File: src/rtl/lfsr_pkg.sv
// Shared types and default constants for the LFSR random-word generator.
package lfsr_pkg;

   localparam logic [15:0] LFSR_DEF_TAPS = 16'h002D;
   localparam logic [15:0] LFSR_DEF_SEED = 16'hACE1;

   typedef enum logic [0:0] {
      LFSR_FILL = 1'b0,
      LFSR_HOLD = 1'b1
   } lfsr_state_t;

   // A 1-bit word still needs a 1-bit counter.
   function automatic int lfsr_cnt_w(input int n);
      return (n > 1) ? $clog2(n) : 1;
   endfunction

endpackage

File: src/rtl/lfsr_gen_if.sv
// Output word handshake between lfsr_gen (master) and its consumer (slave).
interface lfsr_gen_if #(
   parameter int OUT_W = 16
);
   logic [OUT_W-1:0] out_data;
   logic             out_valid;
   logic             out_ready;

   modport master (output out_data, output out_valid, input out_ready);
   modport slave  (input out_data, input out_valid, output out_ready);
endinterface

File: src/rtl/lfsr_core.sv
// Fibonacci LFSR state register: right shift, feedback XOR enters the MSB.
module lfsr_core
   import lfsr_pkg::*;
#(
   parameter int               WIDTH = 16,
   parameter logic [WIDTH-1:0] TAPS  = WIDTH'(LFSR_DEF_TAPS),
   parameter logic [WIDTH-1:0] SEED  = WIDTH'(LFSR_DEF_SEED)
) (
   input  logic             clk,
   input  logic             reset_n,
   input  logic             step,
   input  logic             load,
   input  logic [WIDTH-1:0] load_val,
   output logic [WIDTH-1:0] state,
   output logic             out_bit
);

   logic fb;

   assign fb      = ^(state & TAPS);
   assign out_bit = state[0];

   always_ff @(posedge clk or negedge reset_n) begin
      if (!reset_n) begin
         state <= SEED;
      end else if (load) begin
         state <= load_val;
      end else if (step) begin
         state <= {fb, state[WIDTH-1:1]};
      end
   end

endmodule

File: src/rtl/lfsr_gen.sv
// Random word generator: collects OUT_W LFSR bits, then holds the word until accepted.
// Define LFSR_GEN_LOCKUP_GUARD_EN to replace any all-zero state or zero seed with SEED.
//
// state | meaning
// FILL  | stepping once per enabled cycle, bit k of the word goes to out_data[k]
// HOLD  | word complete, out_valid high, LFSR frozen until out_valid & out_ready
module lfsr_gen
   import lfsr_pkg::*;
#(
   parameter int               WIDTH = 16,
   parameter logic [WIDTH-1:0] TAPS  = WIDTH'(LFSR_DEF_TAPS),
   parameter logic [WIDTH-1:0] SEED  = WIDTH'(LFSR_DEF_SEED),
   parameter int               OUT_W = 16
) (
   input  logic             clk,
   input  logic             reset_n,
   input  logic             en,
   input  logic             seed_load,
   input  logic [WIDTH-1:0] seed_in,
   output logic [WIDTH-1:0] state,
   lfsr_gen_if.master       bus
);

   localparam int               CNT_W    = lfsr_cnt_w(OUT_W);
   localparam logic [CNT_W-1:0] CNT_LAST = CNT_W'(OUT_W - 1);

   if (WIDTH < 4 || WIDTH > 32) begin : g_bad_width
      $error("lfsr_gen: WIDTH out of range 4..32");
   end
   if (OUT_W < 1 || OUT_W > 32) begin : g_bad_out_w
      $error("lfsr_gen: OUT_W out of range 1..32");
   end
   if (TAPS == '0) begin : g_bad_taps
      $error("lfsr_gen: TAPS must be nonzero");
   end
   if (SEED == '0) begin : g_bad_seed
      $error("lfsr_gen: SEED must be nonzero");
   end

   lfsr_state_t      fsm_q;
   logic [CNT_W-1:0] cnt_q;
   logic [OUT_W-1:0] word_q;
   logic             valid_q;

   logic             hs;
   logic             in_fill;
   logic             zero_fix;
   logic             core_load;
   logic             step;
   logic             out_bit;
   logic [WIDTH-1:0] load_val;

   assign hs      = valid_q & bus.out_ready;
   assign in_fill = (fsm_q == LFSR_FILL);

`ifdef LFSR_GEN_LOCKUP_GUARD_EN
   // A zero state would lock the LFSR forever; the recovery cycle takes no step.
   assign zero_fix = in_fill && (state == '0);
   assign load_val = (seed_load && (seed_in != '0)) ? seed_in : SEED;
`else
   assign zero_fix = 1'b0;
   assign load_val = seed_in;
`endif

   assign core_load = seed_load | zero_fix;
   assign step      = en & in_fill & ~core_load;

   lfsr_core #(
      .WIDTH (WIDTH),
      .TAPS  (TAPS),
      .SEED  (SEED)
   ) u_core (
      .clk      (clk),
      .reset_n  (reset_n),
      .step     (step),
      .load     (core_load),
      .load_val (load_val),
      .state    (state),
      .out_bit  (out_bit)
   );

   always_ff @(posedge clk or negedge reset_n) begin
      if (!reset_n) begin
         fsm_q   <= LFSR_FILL;
         cnt_q   <= '0;
         word_q  <= '0;
         valid_q <= 1'b0;
      end else if (seed_load) begin
         // Any partial or held word is dropped; a coincident handshake still counts.
         fsm_q   <= LFSR_FILL;
         cnt_q   <= '0;
         word_q  <= '0;
         valid_q <= 1'b0;
      end else begin
         case (fsm_q)
            LFSR_FILL: begin
               if (step) begin
                  word_q[cnt_q] <= out_bit;
                  if (cnt_q == CNT_LAST) begin
                     cnt_q   <= '0;
                     fsm_q   <= LFSR_HOLD;
                     valid_q <= 1'b1;
                  end else begin
                     cnt_q <= cnt_q + CNT_W'(1);
                  end
               end
            end
            LFSR_HOLD: begin
               if (hs) begin
                  fsm_q   <= LFSR_FILL;
                  cnt_q   <= '0;
                  valid_q <= 1'b0;
               end
            end
            default: begin
               fsm_q   <= LFSR_FILL;
               cnt_q   <= '0;
               valid_q <= 1'b0;
            end
         endcase
      end
   end

   assign bus.out_data  = word_q;
   assign bus.out_valid = valid_q;

endmodule

File: src/flat_wrapper.sv
// flat-port wrapper written by rule: the top's interface ports become plain ports
module lfsr_gen_flat import lfsr_pkg::*;
#(
   parameter int               WIDTH = 16,
   parameter logic [WIDTH-1:0] TAPS  = WIDTH'(LFSR_DEF_TAPS),
   parameter logic [WIDTH-1:0] SEED  = WIDTH'(LFSR_DEF_SEED),
   parameter int               OUT_W = 16
)
  (clk, reset_n, en, seed_load, seed_in, state, bus_out_data, bus_out_valid, bus_out_ready);
  lfsr_gen_if #(.OUT_W(OUT_W)) bus_i ();
  input  logic clk;
  input  logic reset_n;
  input  logic en;
  input  logic seed_load;
  input  logic [WIDTH-1:0] seed_in;
  output logic [WIDTH-1:0] state;
  output wire logic [$bits(bus_i.out_data)-1:0] bus_out_data;
  output wire logic [$bits(bus_i.out_valid)-1:0] bus_out_valid;
  input wire logic [$bits(bus_i.out_ready)-1:0] bus_out_ready;
  assign bus_out_data = bus_i.out_data;
  assign bus_out_valid = bus_i.out_valid;
  assign bus_i.out_ready = bus_out_ready;
  lfsr_gen #(.WIDTH(WIDTH), .TAPS(TAPS), .SEED(SEED), .OUT_W(OUT_W)) u_core (.clk(clk), .reset_n(reset_n), .en(en), .seed_load(seed_load), .seed_in(seed_in), .state(state), .bus(bus_i));
endmodule
File: config.mk
export PLATFORM = sky130hd
export DESIGN_NAME = lfsr_gen_flat
export DESIGN_NICKNAME = d
export VERILOG_FILES = /design/src/rtl/lfsr_pkg.sv /design/src/rtl/lfsr_gen_if.sv /design/src/rtl/lfsr_core.sv /design/src/rtl/lfsr_gen.sv /design/src/flat_wrapper.sv
export SDC_FILE = /design/constraint.sdc
export NUM_CORES = 1
export LEC_CHECK = 0
export ABC_CLOCK_PERIOD_IN_PS = 2100
export CORE_MARGIN = 5
export CORE_UTILIZATION = 48
export DETAILED_ROUTE_END_ITERATION = 7
export GPL_TIMING_DRIVEN = 0
export PLACE_DENSITY = 0.85
export SLEW_MARGIN = 20
export SYNTH_ARGS = -nofsm -noshare
export SYNTH_HDL_FRONTEND = slang
export SYNTH_SLANG_ARGS = --single-unit
export TNS_END_PERCENT = 5
File: constraint.sdc
create_clock -name clk -period 2.1 [get_ports clk]
set_clock_uncertainty 0.15 [all_clocks]
set_input_delay 0.21 -clock clk [delete_from_list [all_inputs] [get_ports clk]]
set_output_delay 0.21 -clock clk [all_outputs]
set_load 0.005 [all_outputs]
==> results.toml <==
[run_status]
status = "completed"

[layout]
layout_commonest_cell = "clkdlybuf4s50_1"
final_util = 0.6770
regArea_um2 = 960.9
multiInputGateArea_um2 = 898.4
final_cell_mix = "clkdlybuf4s50_1 (50), dfrtp_1 (30), nand2_1 (18), o21ai_1 (18), a21oi_1 (17)"
drive_gt1_frac = 0.1303
antenna_cells = 0
areaGrowthSynthToFinish_pct = 36.00
layout.cells.non_filler = 311
finalNetCount = 285
fill_cells = 308

[route]
vias = 1784
ant_nets = 0
avgRoutedWirePerCell_um = 15.96
drtPass1Iterations = 4
drc = 0
first_iter_violations = 160
routed_wl_um = 4964
viasPerCell = 5.736

[logic_synthesis]
synth_top_family_by_area = "compound AO/OA/AOI/OAI gates"
yosys.area_share.simple = 0.1603
synth-main-ff-cell = "dfrtp_1"
synthMuxAreaShare = 0.08047
ys_seq_area_frac = 0.4791
synthAdderAreaFrac = 0.02495
ys_seq_elements = 38
netlist_area_um2 = 2006
syn_nets = 225
ys_types = 39
ys_warn_count = 0
syn_inst = 200
synthXorXnorAreaFrac = 0.01310
async_flop_share = 1.000
synth_compound_area_frac = 0.1691
synth_edf_count = 0
synth_area_per_cell_um2 = 10.03

[worst_setup_path]
crit_path_max_incr_delay_ns = 0.53
worstPathArrival_ns = 1.39
crit_type = "reg -> out"
critPathRequiredTime_ns = 1.74
r2r_slack_ns = 0.43
cp-start-kind = "flip-flop"
cp_slowest_cell = "dfstp_2"
cp_max_fo = 2
r2r_end = "u_core.bus.out_data[8]$_DFFE_PN0P_"
worstSetupEndpointType = "output pin"
reg2reg_depth = 5
worstPathCellList = "buf_4 > clkdlybuf4s50_1"
r2r-start = "u_core.cnt_q[0]$_DFFE_PN0P_"

[timing]
post-route-period-util = 0.8334
worst_pin_slew_ns = 0.4899
setup_viol = 0
report.final.slew_viol_count = 0
grt_setup_unrepaired = "no"
fin_tns_setup_ns = 0
achievable-frequency_mhz = 571.4
timing.hold.ws_ns = 0.1872
relSlewSlack = 0.6734
fin_crit_ns = 1.750
timing_hold_violations_final = 0

[global_routing]
gr-usage-all-layers = 0.2010
grt_pass1_wl_um = 8542
grt_pass1_vias = 1825
grt_overflow = 0
grt_max_degree = 24
antenna_found_initial = 0

[clock_network]
cts_max_level = 2
clock_latency_ns = 0.29
cts_tree = "done"
numCtsBuffers = 5
clock-sinks = 38
clk_pin_slew_ns = 0.07
postCtsSetupBuffers = 0
cts-root-buf = "clkbuf_8"
clock_path_buffers = 2

[min_path]
hp-class = "in -> reg"
hp-start = "en"
holdPathEnd = "u_core.cnt_q[3]$_DFFE_PN0P_"
hold_depth = 4

[power_and_ir_drop]
peakVddDrop_uv = 441.7
p_switching_uw = 430.0
powerDensity_nw_per_um2 = 650.9
sw_frac_of_total = 0.2422
leakage_nw = 1.147
p_total_mw = 1.775
power_frac_comb = 0.178
p_int_mw = 1.345
power.share.sequential = 0.463
p_clk_frac = 0.359

[die]
start_util = 0.4978
die_h_um = 74.64
coreArea_um2 = 4029
die_area_um2 = 5571
fp-row-count = 23
io_pins = 54
die_x_um = 74.64

[run]
max_cap_viol_count = 0

[placement]
place_hpwl_um = 3570
io_buffers = 51
placed_cells = 302
gp_congestion = 0.8663
metrics by stage:
stage          area, um^2  setup WS [ns]
2_1_floorplan        2006         0.6387
3_3_place_gp         2579        -0.1784
3_5_place_dp         2601         0.4804
4_1_cts              2728         0.3334
5_1_grt              2728         0.3051
6_report             2728         0.3499
logic make-up after synthesis:
kind of cell | after synthesis
AOI/OAI and AO/OA | 59
xor gates and xnor gates | 3
adders and majority gates | 4
buffers and inverters | 23
DFF | 38
muxes | 16
and+or+nand+nor | 57
how the worst max path moves through the flow:
stage / from / to / cells past startpoint
2_1_floorplan: u_core.cnt_q[0]$_DFFE_PN0P_ / u_core.cnt_q[0]$_DFFE_PN0P_ / 4
3_3_place_gp: reset_n / u_core.u_core.state[8]$_DFFE_PN0P_ / 1
3_5_place_dp: u_core.cnt_q[1]$_DFFE_PN0P_ / u_core.bus.out_data[15]$_DFFE_PN0P_ / 5
4_1_cts: u_core.u_core.state[0]$_DFFE_PN1P_ / state[0] / 2
5_1_grt: u_core.cnt_q[0]$_DFFE_PN0P_ / u_core.bus.out_data[14]$_DFFE_PN0P_ / 5
6_report: u_core.u_core.state[0]$_DFFE_PN1P_ / state[0] / 2
Yosys cell counts, types with 5 or more instances:
cell type | count | area [um^2]
clkbuf_1 | 6 | 22.52
buf_2 | 5 | 25.02
dfstp_2 | 8 | 210.2
a21oi_1 | 17 | 85.08
nand4_1 | 16 | 100.1
o21ai_1 | 18 | 90.09
dfrtp_1 | 30 | 750.7
mux2i_1 | 15 | 150.1
o21ai_0 | 13 | 65.06
inv_1 | 5 | 18.77
nand2_1 | 18 | 67.56
final cells by class:
class                   instances  share of cell area
plain buffers                  18             0.04679
clock buffers                   7             0.03165
clock inverters                 1             0.01101
inverters                       5            0.006881
multi-input cells             139              0.3294
flip-flops and latches         38              0.3523
well taps                      50             0.02294
repair buffers                 53              0.1991
registers in the layout (all words and copies together), names as in the netlist:
| signal | count |
|---|---|
| u_core.cnt_q | 4 |
| u_core.u_core.state | 16 |
| u_core.fsm_q | 1 |
| u_core.bus.out_valid | 1 |
| u_core.bus.out_data | 16 |
layer usage:
layer / part of all wire / global-route usage
met2: 0.49 / 0.3307
met3: 0.092 / 0.06275
met5: 0 / 0
met4: 0.011 / 0.07905
met1: 0.41 / 0.2474
worst max-delay path: cells and delay by family, from the launching register on:
kind,cells,cell delay [ns]
buf+inv,2,0.57
flops,1,0.53
timing repair:
item	CTS	global route
gates resized for setup	0	0
endpoints found under the setup margin	0	0
hold buffers	1	0
endpoints found under the hold margin	15	0
power groups by stage:
stage / registers [mW] / logic [mW] / clock network [mW]
after detailed placement: 0.833 / 0.316 / 0
final: 0.822 / 0.316 / 0.637
after global routing: 0.829 / 0.348 / 0.674
after floorplan: 0.830 / 0.150 / 0
after CTS: 0.821 / 0.319 / 0.645
after global placement: 0.832 / 0.303 / 0
Note: power is estimated with default switching activity, not from simulation.
